--- src/rtl/altr_hps_rr_arb2_if.sv ---
// altr_hps_rr_arb2_if -- handshake bundle between two requestors, the shared
// resource and the round-robin arbiter.
//   req_in1/req_in2 : level requests, held until served
//   done_in         : single-cycle completion pulse from the resource
//   gnt_out1/2      : registered one-hot grants
//   busy_out        : arbiter is not idle
//   last_out        : last winner (0 = requestor 1, 1 = requestor 2)
//   timeout_out     : one-cycle pulse when a grant is pulled without done_in
// slave is the arbiter side; master is the requestor/resource side.
interface altr_hps_rr_arb2_if;
  logic req_in1;
  logic req_in2;
  logic done_in;
  logic gnt_out1;
  logic gnt_out2;
  logic busy_out;
  logic last_out;
  logic timeout_out;

  modport slave (
    input  req_in1, req_in2, done_in,
    output gnt_out1, gnt_out2, busy_out, last_out, timeout_out
  );

  modport master (
    output req_in1, req_in2, done_in,
    input  gnt_out1, gnt_out2, busy_out, last_out, timeout_out
  );
endinterface

--- src/rtl/altr_hps_rr_arb2.sv ---
// altr_hps_rr_arb2 -- two-requestor round-robin arbiter for a shared resource.
// Grants are held until the resource pulses done_in or, when TO_EN is set, until
// the grant has been high for 2^TO_W cycles. Each grant is followed by a one-cycle
// RELEASE state before the arbiter returns to IDLE.
// Ports:
//   clk   : block clock, rising edge
//   rst_n : asynchronous active-low reset
//   bus   : altr_hps_rr_arb2_if.slave (requests, done, grants, status)
// Parameters:
//   TO_W  : grant timeout counter width (2..16)
//   TO_EN : 1 enables the grant timeout, 0 disables it
module altr_hps_rr_arb2 #(
  parameter int TO_W  = 8,
  parameter int TO_EN = 1
) (
  input  logic              clk,
  input  logic              rst_n,
  altr_hps_rr_arb2_if.slave bus
);

  typedef enum logic [1:0] {
    IDLE    = 2'd0,
    GRANT   = 2'd1,
    RELEASE = 2'd2
  } state_t;

  localparam logic [TO_W-1:0] CNT_MAX = '1;
  localparam logic [TO_W-1:0] CNT_ONE = {{(TO_W-1){1'b0}}, 1'b1};

  state_t          state_q, state_d;
  logic [TO_W-1:0] cnt_q, cnt_d;
  logic            gnt1_q, gnt1_d;
  logic            gnt2_q, gnt2_d;
  logic            last_q, last_d;
  logic            to_q, to_d;
  logic            win2;
  logic            to_hit;

  // Requestor 2 wins when it is alone, or on a tie when requestor 1 was last served.
  assign win2   = bus.req_in2 & (~bus.req_in1 | ~last_q);
  // Counter reads 2^TO_W-1 during the 2^TO_W-th grant cycle.
  assign to_hit = (TO_EN != 0) && (cnt_q == CNT_MAX);

  always_ff @(posedge clk or negedge rst_n) begin
    if (!rst_n) begin
      state_q <= IDLE;
      cnt_q   <= '0;
      gnt1_q  <= 1'b0;
      gnt2_q  <= 1'b0;
      last_q  <= 1'b1;
      to_q    <= 1'b0;
    end else begin
      state_q <= state_d;
      cnt_q   <= cnt_d;
      gnt1_q  <= gnt1_d;
      gnt2_q  <= gnt2_d;
      last_q  <= last_d;
      to_q    <= to_d;
    end
  end

  always_comb begin
    state_d = state_q;
    cnt_d   = cnt_q;
    gnt1_d  = gnt1_q;
    gnt2_d  = gnt2_q;
    last_d  = last_q;
    to_d    = 1'b0;
    unique case (state_q)
      IDLE: begin
        if (bus.req_in1 | bus.req_in2) begin
          state_d = GRANT;
          gnt1_d  = ~win2;
          gnt2_d  = win2;
          last_d  = win2;
          cnt_d   = '0;
        end
      end
      GRANT: begin
        // done_in takes priority over a timeout in the same cycle.
        if (bus.done_in) begin
          state_d = RELEASE;
          gnt1_d  = 1'b0;
          gnt2_d  = 1'b0;
        end else if (to_hit) begin
          state_d = RELEASE;
          gnt1_d  = 1'b0;
          gnt2_d  = 1'b0;
          to_d    = 1'b1;
        end else if (TO_EN != 0 && cnt_q != CNT_MAX) begin
          cnt_d = cnt_q + CNT_ONE;
        end
      end
      RELEASE: state_d = IDLE;
      default: state_d = IDLE;
    endcase
  end

  assign bus.gnt_out1    = gnt1_q;
  assign bus.gnt_out2    = gnt2_q;
  assign bus.busy_out    = (state_q != IDLE);
  assign bus.last_out    = last_q;
  assign bus.timeout_out = to_q;

endmodule

--- src/flat_wrapper.sv ---
// flat-port wrapper written by rule: the top's interface ports become plain ports
module altr_hps_rr_arb2_flat 
#(
  parameter int TO_W  = 8,
  parameter int TO_EN = 1
)
  (clk, rst_n, bus_req_in1, bus_req_in2, bus_done_in, bus_gnt_out1, bus_gnt_out2, bus_busy_out, bus_last_out, bus_timeout_out);
  altr_hps_rr_arb2_if bus_i ();
  input  logic clk;
  input  logic rst_n;
  input wire logic [$bits(bus_i.req_in1)-1:0] bus_req_in1;
  input wire logic [$bits(bus_i.req_in2)-1:0] bus_req_in2;
  input wire logic [$bits(bus_i.done_in)-1:0] bus_done_in;
  output wire logic [$bits(bus_i.gnt_out1)-1:0] bus_gnt_out1;
  output wire logic [$bits(bus_i.gnt_out2)-1:0] bus_gnt_out2;
  output wire logic [$bits(bus_i.busy_out)-1:0] bus_busy_out;
  output wire logic [$bits(bus_i.last_out)-1:0] bus_last_out;
  output wire logic [$bits(bus_i.timeout_out)-1:0] bus_timeout_out;
  assign bus_i.req_in1 = bus_req_in1;
  assign bus_i.req_in2 = bus_req_in2;
  assign bus_i.done_in = bus_done_in;
  assign bus_gnt_out1 = bus_i.gnt_out1;
  assign bus_gnt_out2 = bus_i.gnt_out2;
  assign bus_busy_out = bus_i.busy_out;
  assign bus_last_out = bus_i.last_out;
  assign bus_timeout_out = bus_i.timeout_out;
  altr_hps_rr_arb2 #(.TO_W(TO_W), .TO_EN(TO_EN)) u_core (.clk(clk), .rst_n(rst_n), .bus(bus_i));
endmodule
--- config.mk ---
export PLATFORM = sky130hd
export DESIGN_NAME = altr_hps_rr_arb2_flat
export DESIGN_NICKNAME = d
export VERILOG_FILES = /design/src/rtl/altr_hps_rr_arb2_if.sv /design/src/rtl/altr_hps_rr_arb2.sv /design/src/flat_wrapper.sv
export SDC_FILE = /design/constraint.sdc
export NUM_CORES = 1
export LEC_CHECK = 0
export ABC_AREA = 1
export BUFFER_PORTS_ARGS = -buffer_cell sky130_fd_sc_hd__buf_2
export CORE_MARGIN = 5
export CORE_UTILIZATION = 45
export CTS_CLUSTER_DIAMETER = 80
export DETAILED_ROUTE_END_ITERATION = 8
export REMOVE_ABC_BUFFERS = 1
export SYNTH_ARGS = -nofsm -noshare
export SYNTH_HDL_FRONTEND = slang
export SYNTH_SLANG_ARGS = --single-unit
--- constraint.sdc ---
create_clock -name clk -period 3.5 [get_ports clk]
set_input_delay 0.35 -clock clk [delete_from_list [all_inputs] [get_ports clk]]
set_output_delay 0.35 -clock clk [all_outputs]
set_load 0.02 [all_outputs]
Word level (Yosys, flattened, before mapping)
Index checks and enable logic that the tools add are counted.
{ "word_totals": {"register_bits": 14, "latch_bits": 0, "ram_bits": 0, "rom_bits": 0, "in_bits": 5, "output_inout_bits": 5, "wordCells": 46, "mem_count": 0} }
{ "op_classes": {"add_sub_neg": 1, "n_mul": 0, "div_mod_pow": 0, "order_cmp": 0, "eq_ne": 8, "n_shift": 0, "mux": 18, "bitwise_logic": 6, "n_reduce_logical": 7} }
{ "ops": {"columns": ["operator", "count"], "rows": [
  ["8-bit two-way mux", 4],
  ["8-bit one-hot mux with 2 select lines", 1],
  ["8-bit by 1-bit adder with 8-bit output (second input constant)", 1],
  ["8-bit == test (second input constant)", 1],
  ["8-bit inequality test (second input constant)", 1],
  ["1-bit two-way mux", 7],
  ["2-bit two-way mux", 3],
  ["5-bit AND reduction", 1],
  ["2-bit by 1-bit inequality test with 1-bit output (second input constant)", 2],
  ["2-bit inequality test (second input constant)", 2],
  ["1-bit one-hot mux with 2 select lines", 2],
  ["2-bit one-hot mux with 2 select lines", 1],
  ["2-bit AND reduction", 2],
  ["2-bit nonzero test", 2],
  ["3-bit by 2-bit inequality test with 1-bit output (second input constant)", 1],
  ["1-bit NOT", 3],
  ["3-bit AND reduction", 1],
  ["2-bit by 1-bit == test with 1-bit output (second input constant)", 1],
  ["2-bit zero test", 1],
  ["1-bit bitwise OR", 2],
  ["1-bit bitwise AND", 1]
]} }

Depth between registers and ports, before layout
{ "logic_depth": {"ltp_word": 6, "depth_mapped": 9, "mapped_depth_nobuf": 9} }

Worst setup path before layout
Ideal clock, no wire load.
{ "synth_timing": {"kind": "flip-flop to flip-flop", "from": "register u_core.cnt_q[0]", "to": "register u_core.cnt_q[5]", "setup_ps": 117, "t_arrival_ps": 1159, "required_ps": 3383, "slack_ps": 2224, "stages_incl_launch_ff": 10, "n_path_buf": 0, "period_less_slack_ps": 1276, "cell_sequence": "dfrtp_1 ha_1 nand2_2 nor2_4 nand2_2 nand2_4 nand2_8 clkinv_4 nand2_1 nand2_1"} }
{ "synth_between": {"elab_chain_cells": 5, "elab_cells_between_ends": 10, "cone_classes": "add/sub (1); eq/ne (4); mux (4); reduce/logical (1)"} }
{ "synth_lines": {"columns": ["element", "line", "text"], "rows": [
  ["from (decl)", "altr_hps_rr_arb2.sv:31", "logic [TO_W-1:0] cnt_q, cnt_d;"],
  ["from (signal assigned)", "altr_hps_rr_arb2.sv:54", "cnt_q <= cnt_d;"],
  ["8-bit by 1-bit adder with 8-bit output", "altr_hps_rr_arb2.sv:91", "cnt_d = cnt_q + CNT_ONE;"],
  ["8-bit two-way mux", "altr_hps_rr_arb2.sv:90", "end else if (TO_EN != 0 && cnt_q != CNT_MAX) begin"],
  ["8-bit two-way mux", "altr_hps_rr_arb2.sv:85", "end else if (to_hit) begin"],
  ["8-bit two-way mux", "altr_hps_rr_arb2.sv:81", "if (bus.done_in) begin"],
  ["8-bit one-hot mux with 2 select lines", "altr_hps_rr_arb2.sv:69", "unique case (state_q)"]
]} }
Parallel ways exist; a longest one is shown, timed or not. The select of a mux whose other input is x is not followed.
A chain may end at the register's enable or synchronous reset.

Worst setup path in the final report
{ "layout_timing": {"from": "register u_core.state_q[0]", "to": "output bus_busy_out"} }
{ "layout_between": {"elab_chain_cells": 1} }
{ "layout_lines": {"columns": ["element", "line", "text"], "rows": [
  ["from (decl)", "altr_hps_rr_arb2.sv:30", "state_t state_q, state_d;"],
  ["from (signal assigned)", "altr_hps_rr_arb2.sv:53", "state_q <= state_d;"],
  ["2-bit nonzero test", "altr_hps_rr_arb2.sv:101", "assign bus.busy_out = (state_q != IDLE);"],
  ["to (decl)", "flat_wrapper.sv:16", "output wire logic [$bits(bus_i.busy_out)-1:0] bus_busy_out;"]
]} }
Every way passes these cells.

==> flow_results.org <==
** Route
- Summed over all layers, the routed wires come to 1.36 mm.
- The pre-antenna-repair detailed-routing pass consisted of 4 iterations.
- Vias :: 615
- After detailed routing, the average wire length per cell comes to 11.0 um.
- DR DRC count :: 0
- Via density per instance :: 4.96
- Number of antenna-violating nets in the routed design :: 0
- 1st-iter DRT viols :: 13

** Floorplan
- DIE HEIGHT :: a little over 50 um
- I/O pins :: 10
- Starting density of the core :: 0.481
- DIE WIDTH :: 50.6 um
- Die ar. :: 2560 um^2
- The floorplan has 14 rows.
- Total core area :: 1540 um^2

** Synth
- Basic-gate share of the synthesized area counting and, or, nand and nor cells :: 0.360
- Share of the synthesized area in the top cell type :: 0.439
- Post-synthesis share of cell area spent on xor and xnor gates :: 0
- The complex-gate fraction of the synthesized area was 0.0861.
- Number of enable-type register cells in the synthesized netlist :: 0
- After synthesis, the share of flip-flops with an asynchronous set or reset is 1.00.
- Count of mapped cells out of synthesis :: 94
- Library cell occupying the most area in the post-synthesis netlist :: dfrtp_1
- Of the total synthesized cell area, the portion taken by full adders, half adders and majority gates is 0.0169.
- Counting distinct cell types in the post-synthesis netlist gives 19.
- By area the synthesized netlist is led by dfrtp_1 (44%), nand2_1 (15%), nand3_1 (6.1%).
- In the synthesized netlist the dominant register cell turns out to be dfrtp_1.
- The commonest cells after synthesis are nand2_1 (30), dfrtp_1 (13), inv_1 (10), nor2_1 (10), nand3_1 (9).
- Mux cell area share after synthesis :: 0
- The average instance in the mapped netlist occupies just under 8 um^2.
- The Yosys step of the flow raised 0 warnings.
- Leading cell type by number of instances after synthesis :: nand2_1
- Counting flops and latches in the post-synthesis netlist gives 14.
- Part of the Yosys area used for sequential elements :: 0.475
- Main combinational cell family by area after synthesis :: simple AND/OR/NAND/NOR gates
- Area of the mapped netlist :: between 700 and 800 um^2

** Finish
- Relative to the synthesized area, the layout overhead comes to 13.7%.
- The repair_antennas step left the layout with diodes totalling 0.
- Count of nets after finishing :: around 120
- Non-filler instance count after layout :: 124
- Fraction of layout cells with a size suffix above 1 :: 0.194

** Clock tree
- The clock passes through at most 2 buffers.
- TritonCTS built the clock tree.
- At the later pin of the worst-skew pair, clock insertion delay measures 0.28 ns.
- H-tree levels :: 1
- Clock tree synthesis found a total of 14 sinks.
- Cts repair resizes :: 0
- The number of clock buffers added by TritonCTS is 3.
- Clock-pin slew was measured on the worst setup and hold paths at 0.08 ns.
- CTS Root Buffer Type :: clkbuf_4

** GRT
- The total overflow left after global routing is 0.
- The first global-routing pass estimated 2.45 mm of wire.
- The via count of the first global-routing pass was 554.
- In the global route stage, overall resource usage came out at 0.128.
- Entering global routing, the biggest net connects 15 pins.
- Number of antenna violations at the first check in global routing :: 0

** Timing
- Setup violations remaining at the end of the flow were counted as 0.
- Tcrit/Tclk final :: 0.415
- On the final layout, the worst clock skew is 0.00197 ns.
- The smallest clock period supported by the final layout is computed as 1.45 ns.
- Max Transition Viols Final :: 0
- Across all setup checks in the final design, the least slack found is 2.05 ns.
- The final count of hold timing violations is 0.
- Setup repair after global routing missed its margin :: false
- Remaining max-slew budget at the tightest pin :: 0.743
- Tightest Pin Transition :: a little under 0.4 ns
- In the final timing run, aggregate negative setup slack is 0 ns.
- Fmax :: 688 MHz

** Pwr
- In this run the static leakage power is about 0.43 nW.
- Total power draw :: approximately 0.56 mW
- For this design the ratio of total power to cell area is 667 nW/um^2.
- VDD sags by at most 0.324 mV.

** Setup path
- STA puts the critical path data required time at between 3 and 4 ns.
- Worst setup path class :: flip-flop to primary output
- Data arrives at the worst endpoint at 1.10 ns.
- Kind of launch point of the worst setup path :: flip-flop
- STA classifies the critical path endpoint as a primary output.
- Worst-path fanout max :: 3

** Placement
- Setup Slack @ Placement :: roughly 2.1 ns
- Number of input and output port buffers inserted :: 9
- Weighted congestion at the end of routability-driven global placement :: 0.815
- Sum of net half-perimeters after detailed placement :: ~1.0 mm
- In this run, placement finished with an instance count of 119.

** Flow run
- The tool flagged a number of max-cap violations equal to 0.

** Min path
- The path class of the tightest hold or removal check is input pin to flip-flop.

** Run status
- Result of the run :: finished, final reports clean
[what timing repair did]
action | CTS | global route
hold endpoints to repair | 13 | 0
hold buffers | 1 | 0
setup buffers | 0 | 0
[placed cells by master (no fill, tap or decap), types with 2 or more instances in the layout]
cell / n
a21oi_1: 4
buf_2: 9
clkbuf_4: 3
dfrtp_1: 13
inv_1: 10
nand2_1: 30
nand2_2: 3
nand3_1: 9
nor2_1: 10
nor3_1: 2
o21ai_0: 2
o21ai_1: 2
[state kept, by name (all words and copies together), names as in the netlist]
signal,count
u_core.bus.gnt_out2,1
u_core.bus.timeout_out,1
u_core.bus.last_out,1
u_core.bus.gnt_out1,1
u_core.state_q,2
u_core.cnt_q,8
[through the flow]
step           cell area (um^2)   util  hold WS, ns
2_1_floorplan               741      -       0.0544
3_3_place_gp                806  0.523        0.264
3_5_place_dp                806  0.523        0.262
4_1_cts                     842  0.546        0.246
5_1_grt                     842  0.546        0.260
6_report                    842  0.546        0.250
[routing by layer]
metal	wire [um]	vias up	share of wire	GRT usage
met1	618	274	0.45	0.162
met4	23	0	0.017	0.0638
li1	-	327	-	-
met2	639	10	0.47	0.186
met3	82	4	0.060	0.0533
met5	0	-	0	0
[report_power, final]
group	switching [mW]	internal, mW
Combinational	0.163	0.0721
Sequential	0.0280	0.203
Clock	0.0514	0.0443
[layout make-up]
class                   instances  area (um^2)
well taps                      16         20.0
inverters                      11         46.3
clock buffers                   4         26.3
multi-input cells              69          343
flip-flops and latches         14          352
repair buffers                 10         55.1
fillers                       139          699
[final timing paths]
kind | from | end | depth (start not counted) | slack (ns)
max reg2reg | u_core.cnt_q[0] | u_core.cnt_q[0] | 9 | 2.11
min reg2reg | u_core.bus.last_out | u_core.bus.last_out | 2 | 0.48
max in group asynchronous | rst_n | u_core.bus.last_out | 2 | 2.73
min in group asynchronous | rst_n | u_core.cnt_q[7] | 2 | 0.48
min | bus_done_in | u_core.bus.timeout_out | 2 | 0.25
max | u_core.state_q[0] | bus_busy_out | 3 | 2.05
[critical path: stages (launching register included)]
cell,delay (ns)
dfrtp_1,0.39
nor2_1,0.22
inv_1,0.06
buf_2,0.16
[cell families (layout without fill, tap and decap cells)]
kind of cell,count (synthesis),after routing
simple gates,57,57
flops,14,14
fa+ha+maj,1,1
compound gates,11,11
buf+inv,11,25
Power figures use the tool's default switching activity.
